### src/rtl/tft_pattern_gen.sv
// rtl/tft_pattern_gen.sv - frame-synchronous RGB565 test-pattern source for the 800x480 TFT path
module tft_pattern_gen #(
  parameter int H_ACTIVE        = 800,
  parameter int V_ACTIVE        = 480,
  parameter int FRAMES_PER_MODE = 60
) (
  input  logic        Clk,
  input  logic        Rst,
  input  logic [11:0] hcount,
  input  logic [11:0] vcount,
  input  logic        vs,
  input  logic        mode_next,
  input  logic        auto_en,
  output logic [15:0] data_out,
  output logic [2:0]  mode,
  output logic [7:0]  frame_cnt
);

  typedef enum logic [2:0] {
    MODE_SOLID    = 3'd0,
    MODE_VBARS    = 3'd1,
    MODE_HBARS    = 3'd2,
    MODE_GRID     = 3'd3,
    MODE_CHECKER  = 3'd4,
    MODE_GRADIENT = 3'd5,
    MODE_BORDER   = 3'd6
  } mode_t;

  localparam logic [15:0] BLACK = 16'h0000;
  localparam logic [15:0] WHITE = 16'hFFFF;

  localparam logic [11:0] H_LAST   = 12'(H_ACTIVE - 1);
  localparam logic [11:0] V_LAST   = 12'(V_ACTIVE - 1);
  localparam logic [11:0] H_MID    = 12'(H_ACTIVE / 2);
  localparam logic [11:0] V_MID    = 12'(V_ACTIVE / 2);
  localparam logic [11:0] H_BAR    = 12'(H_ACTIVE / 8);
  localparam logic [11:0] V_BAR    = 12'(V_ACTIVE / 8);
  localparam logic [11:0] V_ROW    = 12'(V_ACTIVE / 4);
  localparam logic [7:0]  DWELL_LAST = 8'(FRAMES_PER_MODE - 1);

  // Eight-entry colour palette shared by the indexed patterns.
  function automatic logic [15:0] colour(input logic [2:0] idx);
    logic [15:0] c;
    case (idx)
      3'd0:    c = 16'h0000;
      3'd1:    c = 16'h001F;
      3'd2:    c = 16'hF800;
      3'd3:    c = 16'hF81F;
      3'd4:    c = 16'h07E0;
      3'd5:    c = 16'h07FF;
      3'd6:    c = 16'hFFE0;
      default: c = 16'hFFFF;
    endcase
    return c;
  endfunction

  mode_t       mode_q, mode_nxt;
  logic        vs_d;
  logic        pending, pending_nxt;
  logic [7:0]  dwell, dwell_nxt;
  logic [7:0]  frame_cnt_nxt;
  logic        frame_tick;
  logic        advance;
  logic [15:0] pixel_nxt;

  logic        active;
  logic [2:0]  vbar_idx;
  logic [2:0]  hbar_idx;
  logic [1:0]  grid_row;
  logic        grid_col;
  logic [4:0]  grad_r;
  logic [5:0]  grad_g;
  logic        on_border;

  assign frame_tick = vs_d & ~vs;
  assign mode       = mode_q;

  assign active    = (hcount < 12'(H_ACTIVE)) && (vcount < 12'(V_ACTIVE));
  assign vbar_idx  = 3'(hcount / H_BAR);
  assign hbar_idx  = 3'(vcount / V_BAR);
  assign grid_row  = 2'(vcount / V_ROW);
  assign grid_col  = hcount >= H_MID;
  assign grad_r    = (hcount[11:5] > 7'd31) ? 5'd31 : hcount[9:5];
  assign grad_g    = (vcount[11:3] > 9'd63) ? 6'd63 : vcount[8:3];
  assign on_border = (hcount == 12'd0) || (hcount == H_LAST) ||
                     (vcount == 12'd0) || (vcount == V_LAST) ||
                     (hcount == H_MID) || (vcount == V_MID);

  // Pattern decode for the pixel at the current hcount/vcount; blanking is always black.
  always_comb begin
    pixel_nxt = BLACK;
    if (active) begin
      case (mode_q)
        MODE_SOLID:    pixel_nxt = colour(frame_cnt[5:3]);
        MODE_VBARS:    pixel_nxt = colour(vbar_idx);
        MODE_HBARS:    pixel_nxt = colour(hbar_idx);
        MODE_GRID:     pixel_nxt = colour({grid_row, grid_col});
        MODE_CHECKER:  pixel_nxt = (hcount[4] ^ vcount[4]) ? WHITE : BLACK;
        MODE_GRADIENT: pixel_nxt = {grad_r, grad_g, frame_cnt[4:0]};
        MODE_BORDER:   pixel_nxt = on_border ? WHITE : BLACK;
        default:       pixel_nxt = BLACK;
      endcase
    end
  end

  // Mode sequencing: requests and dwell expiry only take effect on the frame tick.
  always_comb begin
    mode_nxt      = mode_q;
    pending_nxt   = pending | mode_next;
    dwell_nxt     = dwell;
    frame_cnt_nxt = frame_cnt;
    advance       = 1'b0;
    if (frame_tick) begin
      // A pulse landing on the tick itself counts as already pending.
      advance       = pending | mode_next | (auto_en & (dwell == DWELL_LAST));
      frame_cnt_nxt = frame_cnt + 8'd1;
      pending_nxt   = 1'b0;
      if (advance) begin
        dwell_nxt = 8'd0;
        case (mode_q)
          MODE_SOLID:    mode_nxt = MODE_VBARS;
          MODE_VBARS:    mode_nxt = MODE_HBARS;
          MODE_HBARS:    mode_nxt = MODE_GRID;
          MODE_GRID:     mode_nxt = MODE_CHECKER;
          MODE_CHECKER:  mode_nxt = MODE_GRADIENT;
          MODE_GRADIENT: mode_nxt = MODE_BORDER;
          default:       mode_nxt = MODE_SOLID;
        endcase
      end else if (dwell != 8'hFF) begin
        dwell_nxt = dwell + 8'd1;
      end
    end
  end

  // State and output registers; everything returns to its idle value on reset.
  always_ff @(posedge Clk) begin
    if (Rst) begin
      vs_d      <= 1'b1;
      mode_q    <= MODE_SOLID;
      pending   <= 1'b0;
      dwell     <= 8'd0;
      frame_cnt <= 8'd0;
      data_out  <= BLACK;
    end else begin
      vs_d      <= vs;
      mode_q    <= mode_nxt;
      pending   <= pending_nxt;
      dwell     <= dwell_nxt;
      frame_cnt <= frame_cnt_nxt;
      data_out  <= pixel_nxt;
    end
  end

endmodule
### config.mk
export PLATFORM = sky130hd
export DESIGN_NAME = tft_pattern_gen
export DESIGN_NICKNAME = d
export VERILOG_FILES = /design/src/rtl/tft_pattern_gen.sv
export SDC_FILE = /design/constraint.sdc
export NUM_CORES = 1
export LEC_CHECK = 0
export CORE_AREA = 2 2 130 132
export CTS_CLUSTER_SIZE = 30
export DETAILED_ROUTE_END_ITERATION = 6
export DIE_AREA = 0 0 132 134
export PLACE_DENSITY_LB_ADDON = 0.3
export SYNTH_ARGS = -nofsm -noshare
export SYNTH_HDL_FRONTEND = slang
export SYNTH_SLANG_ARGS = --single-unit
### constraint.sdc
create_clock -name Clk -period 8 [get_ports Clk]
set_clock_uncertainty 0.15 [all_clocks]
set_input_delay 2 -clock Clk [delete_from_list [all_inputs] [get_ports Clk]]
set_output_delay 2 -clock Clk [all_outputs]
set_load 0.01 [all_outputs]
* After elaboration in Yosys (flattened, before gate mapping)
Index checks and enable logic that the tools add are counted.
** Operators by class
- Reduce and logical (&&, ||, !) cells :: 18
- Add/sub/neg operators :: 2
- Equal/unequal tests :: 36
- Magnitude comparators :: 5
- Divide/modulo/power cells :: 3
- Mux-type cells :: 12
- Bitwise operators :: 7
** Operator list (count)
- case mux 16 bit (7 select lines) :: 5
- == test 3 bit, second input constant :: 15
- 2-to-1 mux 16 bit :: 2
- == test 3 x 2 -> 1 bit, second input constant :: 10
- divider 12 x 7 -> 12 bit, second input constant :: 2
- == test 12 x 9 -> 1 bit, second input constant :: 2
- zero test 12 bit :: 2
- case mux 3 bit (6 select lines) :: 1
- adder 8 x 1 -> 8 bit, second input constant :: 2
- 2-to-1 mux 8 bit :: 2
- == test 3 x 1 -> 1 bit, second input constant :: 5
- zero test 3 bit :: 5
- divider 12 x 6 -> 12 bit, second input constant :: 1
- == test 12 x 10 -> 1 bit, second input constant :: 1
- == test 12 x 8 -> 1 bit, second input constant :: 1
- greater-or-equal comparator 12 x 9 -> 1 bit, second input constant :: 1
- < comparator 12 x 10 -> 1 bit, second input constant :: 1
- < comparator 12 x 9 -> 1 bit, second input constant :: 1
- greater-than comparator 9 x 6 -> 1 bit, second input constant :: 1
- == test 8 x 6 -> 1 bit, second input constant :: 1
- != test 8 bit, second input constant :: 1
- greater-than comparator 7 x 5 -> 1 bit, second input constant :: 1
- 2-to-1 mux 6 bit :: 1
- logical OR 1 bit :: 5
- 9 further kinds :: 14
** Word-level totals
- Word-level logic and storage cells :: 89
- Output and inout bits :: 27
- Input bits :: 29
- Register bits :: 37

* Depth between registers and ports, before layout
- Depth in word-level cells :: 8
- Gate-level depth with buffers :: 14
- Gate-level depth less buffers :: 10

* Worst setup path before layout
OpenSTA, ideal clock, no wires.
- Kind :: input port to flip-flop
- Start :: input port hcount[11]
- End :: register data_out[0]
- Data arrival time :: 4153 ps
- Slack :: 3558 ps
- Path buffers :: 3
- Data required time :: 7711 ps
- Library setup time :: 139 ps
- Cell stages on the path :: 12
- Cell sequence :: buf_2 -> buf_2 -> buf_2 -> a32o_1 -> o21a_1 -> a2111oi_4 -> a21oi_2 -> a21o_1 -> o21ai_2 -> nor4_1 -> a221oi_2 -> nand3_1
** Between the ends
- Word-level cells in the longest chain between the ends :: 8
- Elaborated cells between the ends (all ways) :: 32
- Those cells by class :: div (1); order compare (2); eq/ne (14); mux (4); bitwise (1); reduce/logical (10)
** RTL lines
- start, declared :: RTL line 9 : input logic [11:0] hcount,
- branches (longest 8 deep; another with divider 12 x 7 -> 12 bit)
- end signal, assigned :: RTL line 150 : data_out <= pixel_nxt;
- end, declared :: RTL line 14 : output logic [15:0] data_out,
Parallel ways; which one is timed is not known.
A chain may end at the register's enable or synchronous reset.

* Final worst setup path
- Start :: input port hcount[6]
- End :: register data_out[1]
Same word-level chain as after synthesis.

==> results.yml <==
hold_path:
  whs_path_depth: 2
  holdCritPathClass: "flop to flop"
  hold_end: "dwell[1]"
  min-delay-start: "dwell[1]"
floorplanning:
  area_of_the_core_mm2: 0.0163
  initial_core_util_pct: 22.6
  die_area_mm2: 0.0177
  die_x_um: 132
  core.rowCount: 47
  floorplan.die.height_um: 134
  pin_count: 56
timing:
  worst-slew-pin-transition_ns: 1.05
  setup_viol_count_final: 0
  grt_setup_unrepaired: "no"
  maxSlewViolCount: 0
  finalCritPeriodShare_pct: 69.3
  max_freq_mhz: 180
  fin_setup_tns_ns: 0
  final_hold_viol_count: 0
  finalWorstPathRequiredPeriod_ns: 5.54
  relSlewSlack_pct: 29.6
clocking:
  holdBufCountCts: 0
  postCtsSetupRepairBufs: 0
  cts_tree: "yes"
  h-tree-depth: 2
  ctsLongestPathBuffers: 2
  path_clk_slew_ns: 0.06
  cts_resized: 0
  clk-insertion-delay-late_ns: 0.28
  number_of_buffers_created_by_cts: 5
  clock_sinks: 37
  clock-root-buffer: "sky130_fd_sc_hd__clkbuf_16"
place:
  port_buffers: 55
  place.detailed.hpwl_mm: 8.25
  gpl.final_weighted_congestion: 0.822
routing:
  drt_first_iter_violations: 309
  avgRoutedWirePerCell_um: 14.6
  antenna_violating_nets_post_route: 0
  number_of_vias_per_cell: 5.14
  drcViolationCount: 0
  vias: 3886
  routed_wirelength_mm: 11.1
  dr.pass1.iters: 7
layout:
  finish.utilization_pct: 27.6
  area_growth_pct: 22.3
  layout-drive-gt1-share_pct: 6.53
  nets: 566
  diodes: 0
synthesis:
  netlist-cell-type-count: 79
  synthDominantAreaCellType: "sky130_fd_sc_hd__dfxtp_1"
  synth-edff-count: 0
  synth.cell_area_mm2: 0.00368
  synth_seq_cells: 37
  fraction_of_post_synthesis_cell_area_in_the_top_cell_type_by_area_pct: 20.1
  synth.yosys.warnings: 0
  synthesized_instance_count: 513
  synthTopCellsByCount: "sky130_fd_sc_hd__nand2_1, sky130_fd_sc_hd__nor2_1, sky130_fd_sc_hd__o21ai_0"
  synth_flop_cell: "sky130_fd_sc_hd__dfxtp_1"
  async_reset_ff_share_pct: 0
  syn_area_per_cell_um2: 7.17
  synth_sequential_area_ratio_pct: 20.1
  synth.area.top_cells: "sky130_fd_sc_hd__dfxtp_1, sky130_fd_sc_hd__o21ai_0, sky130_fd_sc_hd__a21oi_1, sky130_fd_sc_hd__nand2_1, sky130_fd_sc_hd__nor2_1"
  synthesis.nets: 544
worst_setup_path:
  worstPathCellList: "clkdlybuf4s50_1 > nand3b_1 > a21boi_2 > o31ai_4 > nor4b_1 > o32ai_2 > a32o_1 > a32oi_1 > o221ai_1 > nand4_1 > nand3_1"
  endpoint_kind: "flop"
  timing.rr.start: "mode[1]"
  ff2ff_path_depth: 5
  slowest_stage: "sky130_fd_sc_hd__clkdlybuf4s50_1"
  timing.critical_path.required_ns: 7.99
  slowest_delay_ns: 1.16
  worstPathArrival_ns: 5.54
  crit-reg2reg-capture: "data_out[1]"
  path_max_fanout: 33
  crit_type: "input pin to flop"
  rrSetupSlack_ns: 5.67
  startpoint_type: "input pin"
grt:
  antenna_found_initial: 0
  maximum_number_of_pins_on_one_net_before_global_route_repair: 50
  grt_overflow: 0
  grt_pass1_vias: 3590
  global_route.usage.total_pct: 12.1
  grt_first_pass_wirelength_mm: 17.9
run:
  max_cap_viol_count: 0
pwr:
  power_per_cell_area_mw_per_mm2: 135
  irDropWorstVdd_v: 0.0000703
  fin_total_pwr_uw: 605
  static-leakage-power_nw: 1.52
outcome:
  run_status: "finished clean"
[layout by cell type, fill, tap and decap left out, types with 3 or more instances in the layout]
master                            netlist  routed
sky130_fd_sc_hd__nor2_1                43      43
sky130_fd_sc_hd__nor3_1                 8       8
sky130_fd_sc_hd__maj3_1                 4       4
sky130_fd_sc_hd__nand4b_1               3       3
sky130_fd_sc_hd__clkbuf_16              0       5
sky130_fd_sc_hd__nand3_1               22      22
sky130_fd_sc_hd__clkdlybuf4s50_1        0      55
sky130_fd_sc_hd__nand2b_1               8       8
sky130_fd_sc_hd__xnor2_1                8       8
sky130_fd_sc_hd__o21ai_0               39      39
sky130_fd_sc_hd__or4_1                  3       3
sky130_fd_sc_hd__a21oi_1               36      36
sky130_fd_sc_hd__o22ai_1                4       4
sky130_fd_sc_hd__a32o_1                 5       5
sky130_fd_sc_hd__a211oi_1               9       9
sky130_fd_sc_hd__nand3b_1               4       4
sky130_fd_sc_hd__nor2b_1               14      14
sky130_fd_sc_hd__a21o_1                 9       9
sky130_fd_sc_hd__xor2_1                14      14
sky130_fd_sc_hd__a31oi_1                8       8
sky130_fd_sc_hd__o211ai_1               7       7
sky130_fd_sc_hd__dfxtp_1               37      37
sky130_fd_sc_hd__a22oi_1                3       3
sky130_fd_sc_hd__or3_1                  4       4
sky130_fd_sc_hd__a21oi_2                4       4
sky130_fd_sc_hd__nand2_1               43      43
sky130_fd_sc_hd__o21ai_1                4       4
sky130_fd_sc_hd__a211o_1                5       5
sky130_fd_sc_hd__o211a_1                3       3
sky130_fd_sc_hd__buf_4                  3       5
sky130_fd_sc_hd__nor4_1                 7       7
sky130_fd_sc_hd__and3_1                11      11
sky130_fd_sc_hd__o21a_1                 7       7
sky130_fd_sc_hd__nand4_1               16      16
sky130_fd_sc_hd__or2_2                  4       4
sky130_fd_sc_hd__inv_1                 11      11
sky130_fd_sc_hd__mux2i_1                4       4
sky130_fd_sc_hd__and2_1                 9       9
[worst max-delay path, delay by kind of cell]
| kind | cells | cell delay [ns] |
|---|---|---|
| buf+inv | 1 | 1.16 |
| compound gates | 6 | 1.36 |
| simple gates | 4 | 1.00 |
[through the flow]
step	instance area, um2	instances	setup WS (ns)	hold slack, ns
floorplan	3680	513	3.56	0.302
global placement	4320	748	2.35	0.321
detailed placement	4320	748	2.23	0.338
CTS	4490	756	2.52	0.346
global route	4490	756	2.14	0.381
finish	4490	756	2.46	0.344
[metal layers]
metal | vias to the layer above | part of all wire, % | GRT usage [%]
met5 | - | 0 | 0
met4 | 0 | 2.2 | 3.93
met3 | 18 | 4.2 | 1.59
met2 | 105 | 47 | 20.9
met1 | 1810 | 47 | 15.7
li1 | 1953 | - | -
[report_power, final]
group	switching (mW)	total, mW	internal (mW)
Combinational	0.110	0.183	0.0738
Sequential	0.00454	0.192	0.187
Clock	0.0744	0.230	0.155
[worst max path at each step]
stage                     from  slack, ns  cells past startpoint     endpoint
CTS                  hcount[6]       2.52                     11  data_out[1]
finish               hcount[6]       2.46                     11  data_out[1]
detailed placement   hcount[6]       2.23                     11  data_out[1]
floorplan           hcount[11]       3.56                     12  data_out[0]
global route         hcount[6]       2.14                     11  data_out[1]
global placement     hcount[6]       2.35                     11  data_out[0]
[state kept, by name, indices dropped and copies added, names as in the netlist]
| signal | count |
|---|---|
| pending | 1 |
| vs_d | 1 |
| frame_cnt | 8 |
| data_out | 16 |
| mode | 3 |
| dwell | 8 |
[final cells by class]
class,instances,area [um2]
Fill cell,1756,11800
Multi-Input combinational cell,420,2670
Sequential cell,37,741
Timing Repair Buffer,60,588
Tap cell,220,275
Clock buffer,6,139
Inverter,11,41.3
Clock inverter,2,37.5
[cell families after synthesis]
family	Yosys count	synth area share (%)
XOR/XNOR	23	5.68
AND/OR/NAND/NOR	211	30.3
multiplexers	4	1.09
AO/OA/AOI/OAI	176	33.8
flip-flops	37	20.1
buffers and inverters	56	7.15
adder cells (fa/ha/maj)	6	1.77
(Power assumes the default switching activity.)
